## config.mk

```make
export PLATFORM = sky130hd
export DESIGN_NAME = pixel_processing_pipe
export DESIGN_NICKNAME = d
export VERILOG_FILES = /design/src/rtl/pixel_processing_pipe.sv
export SDC_FILE = /design/constraint.sdc
export NUM_CORES = 1
export LEC_CHECK = 0
export CORE_MARGIN = 4
export CORE_UTILIZATION = 47
export DETAILED_ROUTE_END_ITERATION = 16
export PLACE_DENSITY = 0.86
export SYNTH_ARGS = -nofsm -noshare
export SYNTH_HDL_FRONTEND = slang
export SYNTH_SLANG_ARGS = --single-unit
```

## constraint.sdc

```tcl
create_clock -name clk -period 2.86 [get_ports clk]
set_input_delay 0.572 -clock clk [delete_from_list [all_inputs] [get_ports clk]]
set_output_delay 0.572 -clock clk [all_outputs]
set_load 0.005 [all_outputs]
```

## src/rtl/pixel_processing_pipe.sv

```systemverilog
// Pixel processing pipe: per-lane panel drive generation with INIT/NORMAL/CLEAR
// sequencing and a one-deep valid/ready output register.
module pixel_processing_pipe #(
    parameter int PPC          = 4,
    parameter int FASTM_FRAMES = 10,
    parameter int INIT_FRAMES  = 100,
    parameter int CLEAR_FRAMES = 42
) (
    input  logic              clk,
    input  logic              rst_n,
    input  logic              frame_end,
    input  logic              clear_req,
    output logic [1:0]        op_state,
    input  logic              s_valid,
    output logic              s_ready,
    input  logic [4*PPC-1:0]  p_or,
    input  logic [4*PPC-1:0]  p_od,
    input  logic [4*PPC-1:0]  p_e1,
    input  logic [4*PPC-1:0]  p_e4,
    input  logic [16*PPC-1:0] bi,
    output logic              m_valid,
    input  logic              m_ready,
    output logic [16*PPC-1:0] bo,
    output logic [2*PPC-1:0]  pout
);

    localparam logic [1:0] ST_INIT   = 2'd0;
    localparam logic [1:0] ST_NORMAL = 2'd1;
    localparam logic [1:0] ST_CLEAR  = 2'd2;

    localparam logic [10:0] INIT_LAST  = 11'(INIT_FRAMES - 1);
    localparam logic [10:0] CLEAR_LAST = 11'(CLEAR_FRAMES - 1);
    localparam logic [6:0]  FASTM7     = 7'(FASTM_FRAMES);
    localparam logic [5:0]  FASTM6     = 6'(FASTM_FRAMES);

    logic [1:0]        state;
    logic [10:0]       fc;
    logic [1:0]        seq_drive;
    logic [16*PPC-1:0] bo_nxt;
    logic [2*PPC-1:0]  pout_nxt;
    logic              accept;

    assign op_state = state;
    assign s_ready  = !m_valid || m_ready;
    assign accept   = s_valid && s_ready;

    always_ff @(posedge clk or negedge rst_n) begin
        if (!rst_n) begin
            state <= ST_INIT;
            fc    <= '0;
        end else begin
            case (state)
                ST_INIT: begin
                    if (frame_end) begin
                        if (fc == INIT_LAST) begin
                            state <= ST_NORMAL;
                            fc    <= '0;
                        end else begin
                            fc <= fc + 11'd1;
                        end
                    end
                end
                ST_NORMAL: begin
                    fc <= '0;
                    if (clear_req) state <= ST_CLEAR;
                end
                ST_CLEAR: begin
                    if (frame_end) begin
                        if (fc == CLEAR_LAST) begin
                            state <= ST_NORMAL;
                            fc    <= '0;
                        end else begin
                            fc <= fc + 11'd1;
                        end
                    end
                end
                default: begin
                    state <= ST_INIT;
                    fc    <= '0;
                end
            endcase
        end
    end

    always_comb begin
        seq_drive = 2'b00;
        if (state == ST_INIT) begin
            if      (fc < 11'd10) seq_drive = 2'b00;
            else if (fc < 11'd54) seq_drive = 2'b01;
            else if (fc < 11'd56) seq_drive = 2'b00;
            else if (fc < 11'd98) seq_drive = 2'b10;
            else                  seq_drive = 2'b00;
        end else if (state == ST_CLEAR) begin
            if      (fc < 11'd20) seq_drive = 2'b01;
            else if (fc < 11'd22) seq_drive = 2'b00;
            else if (fc < 11'd40) seq_drive = 2'b10;
            else                  seq_drive = 2'b00;
        end
    end

    for (genvar k = 0; k < PPC; k++) begin : g_lane
        logic [15:0] b;
        logic [3:0]  vin;
        logic        tgt;
        logic        prev;
        logic [5:0]  cnt;
        logic [6:0]  fm_raw;
        logic [5:0]  fm_sat;
        logic [15:0] bo_l;
        logic [1:0]  po_l;
        logic        unused_vin;

        assign b    = bi[16*k +: 16];
        assign cnt  = b[9:4];
        assign prev = b[0];

        always_comb begin
            case (b[13:12])
                2'b00:   vin = p_or[4*k +: 4];
                2'b01:   vin = p_od[4*k +: 4];
                2'b10:   vin = p_e1[4*k +: 4];
                default: vin = p_e4[4*k +: 4];
            endcase
        end

        assign tgt        = vin[3];
        assign unused_vin = ^vin[2:0];

        // Re-arm length wraps in 7 bits for large cnt, so the wrapped value saturates too
        assign fm_raw = FASTM7 - {1'b0, cnt} + 7'd2;
        assign fm_sat = (fm_raw > FASTM7) ? FASTM6 : fm_raw[5:0];

        always_comb begin
            po_l = 2'b00;
            bo_l = b;
            if (state != ST_NORMAL) begin
                po_l = seq_drive;
                bo_l = {2'b01, b[13:12], 2'b00, 6'd0, 4'b0001};
            end else if (b[15:14] == 2'b01) begin
                if (cnt == 6'd0) begin
                    if (tgt != prev) begin
                        po_l = tgt ? 2'b10 : 2'b01;
                        bo_l = {b[15:10], FASTM6, 3'b000, tgt};
                    end
                end else begin
                    po_l = tgt ? 2'b10 : 2'b01;
                    if (tgt == prev) bo_l = {b[15:10], cnt - 6'd1, b[3:0]};
                    else             bo_l = {b[15:10], fm_sat, 3'b000, tgt};
                end
            end
        end

        assign bo_nxt[16*k +: 16]  = bo_l;
        assign pout_nxt[2*k +: 2]  = po_l;
    end

    always_ff @(posedge clk or negedge rst_n) begin
        if (!rst_n) begin
            m_valid <= 1'b0;
            bo      <= '0;
            pout    <= '0;
        end else if (accept) begin
            m_valid <= 1'b1;
            bo      <= bo_nxt;
            pout    <= pout_nxt;
        end else if (m_ready) begin
            m_valid <= 1'b0;
        end
    end

endmodule

```

==> reports/metrics.cfg <==
[yosys]
post_synth_instance_area_um2=5330
syn_inst=651
async_reset_ff_share_pct=100
synth_top_area_share_pct=40.4
synth_edf_count=0
ys_warn_count=0
synth_top_area_cell=dfrtp_1
synthTopCellsByArea=dfrtp_1 (40%), nand2_1 (9.6%), o21ai_0 (5.7%)
synth_cell_types=67
ys_ff_latch=86
yosysSeqAreaShare_pct=40.4
syn-num-nets=807
synth-main-ff-cell=dfrtp_1
syn_avg_cell_area_um2=8.19

[worst_setup_path]
cp.arrival_ns=2.96
worst-path-stages=8
cpLargestDelayFamily=simple AND/OR/NAND/NOR gates
critPathMaxStageDelay_ns=0.56
cp-start-kind=input port
worstSetupPathType=input port to flip-flop
cp.required_ns=3.14
crit_fanout=4
endpoint=bo[40]
critPathBufInv=1
cp_cell_sequence=clkdlybuf4s50_1, mux4_2, ha_1, nor3b_1, a31oi_1, or4_1, a21o_1, nand2_1
worstReg2RegStart=fc[1]
cp-startpoint=bi[44]
rrSetupSlack_ns=0.78
r2r_cells=6
r2r_end=op_state[1]
worst_setup_path_end_kind=flip-flop
slowest_stage=mux4_2

[routing]
drtAntennaViolNets=0
vias=5542
drt_wl_total_um=16700
wl_per_cell_um=17.5
dr.pass1.iters=5
route.detailed.vias_per_inst=5.82
drt_iter0_markers=467
drc=0

[sta]
fin_crit_ns=2.69
slew_viol_final=0
hold_slack_ns=0.239
setup_violations=0
hold_viol=0
clock.fmax_mhz=372
period_share_pct=93.9
slew_headroom_pct=54.4
grt_setup_unrepaired=false
worst_pin_slew_ns=0.681
fin_worst_skew_ns=0.00922

[clocking]
cts.htree.levels=3
cts_tree=done
numCtsBuffers=9
cts_setup_buffers=0
cts_resized=0
cts-hold-fix-buffers=0
clk_pin_slew_ns=0.07
clock_sinks=86
cts-root-buf=clkbuf_16
clkLatencyLatePin_ns=0.33
clockBufferDepth=2

[final_layout]
area_growth_pct=41.1
drive_gt1_share_pct=7.87
post-route-util_pct=68.5
n_antenna_cell=0
layout.nets=964

[floorplan]
dieArea_um2=13100
fp.coreArea_um2=11000
die_w_um=115
die_height_um=115
io-pin-count=210
rows=38
initial_utilization_pct=48.5

[grt]
grt_overflow_total=0
grt_use_total_pct=25.2
grt_antenna_before_repair=0
grt_pass1_wl_um=26600
grt_pass1_vias=5361
grt_max_degree=66

[pwr]
ir_drop_mv=0.331
comb_power_share_pct=26.7
switching_power_uw=1150
seq_power_share_pct=39.2
leakage_uw=0.00325
p_int_uw=2670
pwr-share-clk_pct=34.1
p_per_area_nw_per_um2=509
swShare_pct=30.1

[min_path]
min_path_type=input port to async pin

[placement]
dp_hpwl_um=12100
port_buffers=161
gp_congestion=0.910

[run_status]
outcome=finished clean

[job]
maxCapViolCount=0

layout by cell type (no fill, tap or decap), types with 3 or more instances in the layout:
cell / synthesis / routed
a21oi_1: 38 / 38
o31ai_1: 3 / 3
xor2_1: 7 / 7
or3_1: 6 / 6
o21ai_0: 61 / 61
nand2b_1: 12 / 12
a221oi_1: 5 / 5
clkdlybuf4s50_1: 0 / 160
a22oi_1: 3 / 3
xnor2_1: 9 / 9
o21a_1: 3 / 3
a21o_1: 3 / 3
ha_1: 22 / 22
nor3b_1: 3 / 3
or2_2: 4 / 4
clkbuf_16: 0 / 9
and3_1: 3 / 3
nand2_1: 136 / 135
buf_12: 0 / 3
a32oi_1: 6 / 6
and2_1: 5 / 4
o41ai_1: 3 / 3
nand3_1: 29 / 29
a31oi_1: 9 / 9
o211ai_1: 3 / 3
mux4_2: 4 / 4
nor2_1: 44 / 44
inv_1: 28 / 28
dfrtp_1: 86 / 86
nor2b_1: 5 / 4
a32o_1: 3 / 3
nor3_1: 16 / 16
o2111ai_1: 4 / 4
nor4_1: 4 / 4
buf_4: 1 / 27
Yosys cell counts (all sizes together) (3+ instances only):
cell type,count
xnor2,9
nor2,44
ha,22
nor2b,5
dfrtp,86
nand3,29
inv,28
a22oi,3
buf,15
or3,7
o21a,3
a21oi,38
a221oi,5
a31oi,9
or2,5
a32o,3
nor3,16
clkbuf,29
mux4,4
xor2,7
nor4,5
nor3b,3
nand2b,12
a32oi,6
o211ai,3
and3,3
and2,5
or4,3
o41ai,3
a21o,4
nand2,136
o2111ai,4
o21ai,62
o31ai,3
worst min-delay path by stage:
| stage | endpoint | slack, ns | start |
|---|---|---|---|
| after global routing | bo[6] | 0.27 | rst_n |
| final | bo[6] | 0.24 | rst_n |
| after detailed placement | bo[58] | 0.46 | bo[58] |
| after global placement | bo[43] | 0.45 | bo[43] |
| after CTS | bo[6] | 0.26 | rst_n |
| after floorplan | bo[0] | 0.28 | rst_n |
routing by layer:
metal / routed length [um] / track usage, % / vias to the layer above
li1: - / - / 2595
met1: 6610 / 31.8 / 2640
met2: 8350 / 43.2 / 269
met3: 1280 / 4.39 / 38
met4: 466 / 9.34 / 0
met5: 0 / 0 / -
worst reg2reg max path: stages, from the launching register on:
cell and delay [ns]:
dfrtp_1 0.49, ha_1 0.29, nor4bb_1 0.34, a41oi_1 0.13, nor4_4 0.32, a21o_2 0.30
o21ai_0 0.10
logic make-up (layout without fill, tap and decap cells):
logic type | count (synthesis) | after routing | share of synthesized area, %
and+or+nand+nor | 279 | 279 | 24.1
AOI/OAI and AO/OA | 169 | 169 | 19.9
DFF | 86 | 86 | 40.4
buffers and inverters | 72 | 234 | 5.54
adders and majority gates | 23 | 23 | 5.35
xor gates and xnor gates | 16 | 16 | 2.63
muxes | 6 | 6 | 2.09
stage by stage:
stage                     instances  total power [uW]  worst slack [ns]  area [um2]  TNS, ns
final                           953              3830             0.175        7520        0
after CTS                       953              3820             0.202        7520        0
after global placement          937              2460           -0.0724        7190   -0.237
after floorplan                 651              1980             0.418        5330        0
after global routing            953              3990            0.0605        7520        0
after detailed placement        937              2520            -0.140        7190   -0.562
registers in the layout, summed over array words and instances (netlist names):
signal    count
fc           11
m_valid       1
op_state      2
bo           64
pout          8
power by group through the flow:
stage	logic [uW]	clock network [uW]	registers, uW
2_1_floorplan	544	0	1430
5_1_grt	1110	1360	1520
4_1_cts	1020	1310	1490
3_5_place_dp	1010	0	1510
6_report	1020	1310	1500
3_3_place_gp	964	0	1500
area by class of cell:
class	count	area, um2
repair buffers	190	1860
flip-flops and latches	86	2150
multi-input cells	493	2890
inverters	28	105
clock buffers	12	256
well taps	140	175
clock inverters	4	77.6
fillers	839	3460
Power figures use the tool's default switching activity.
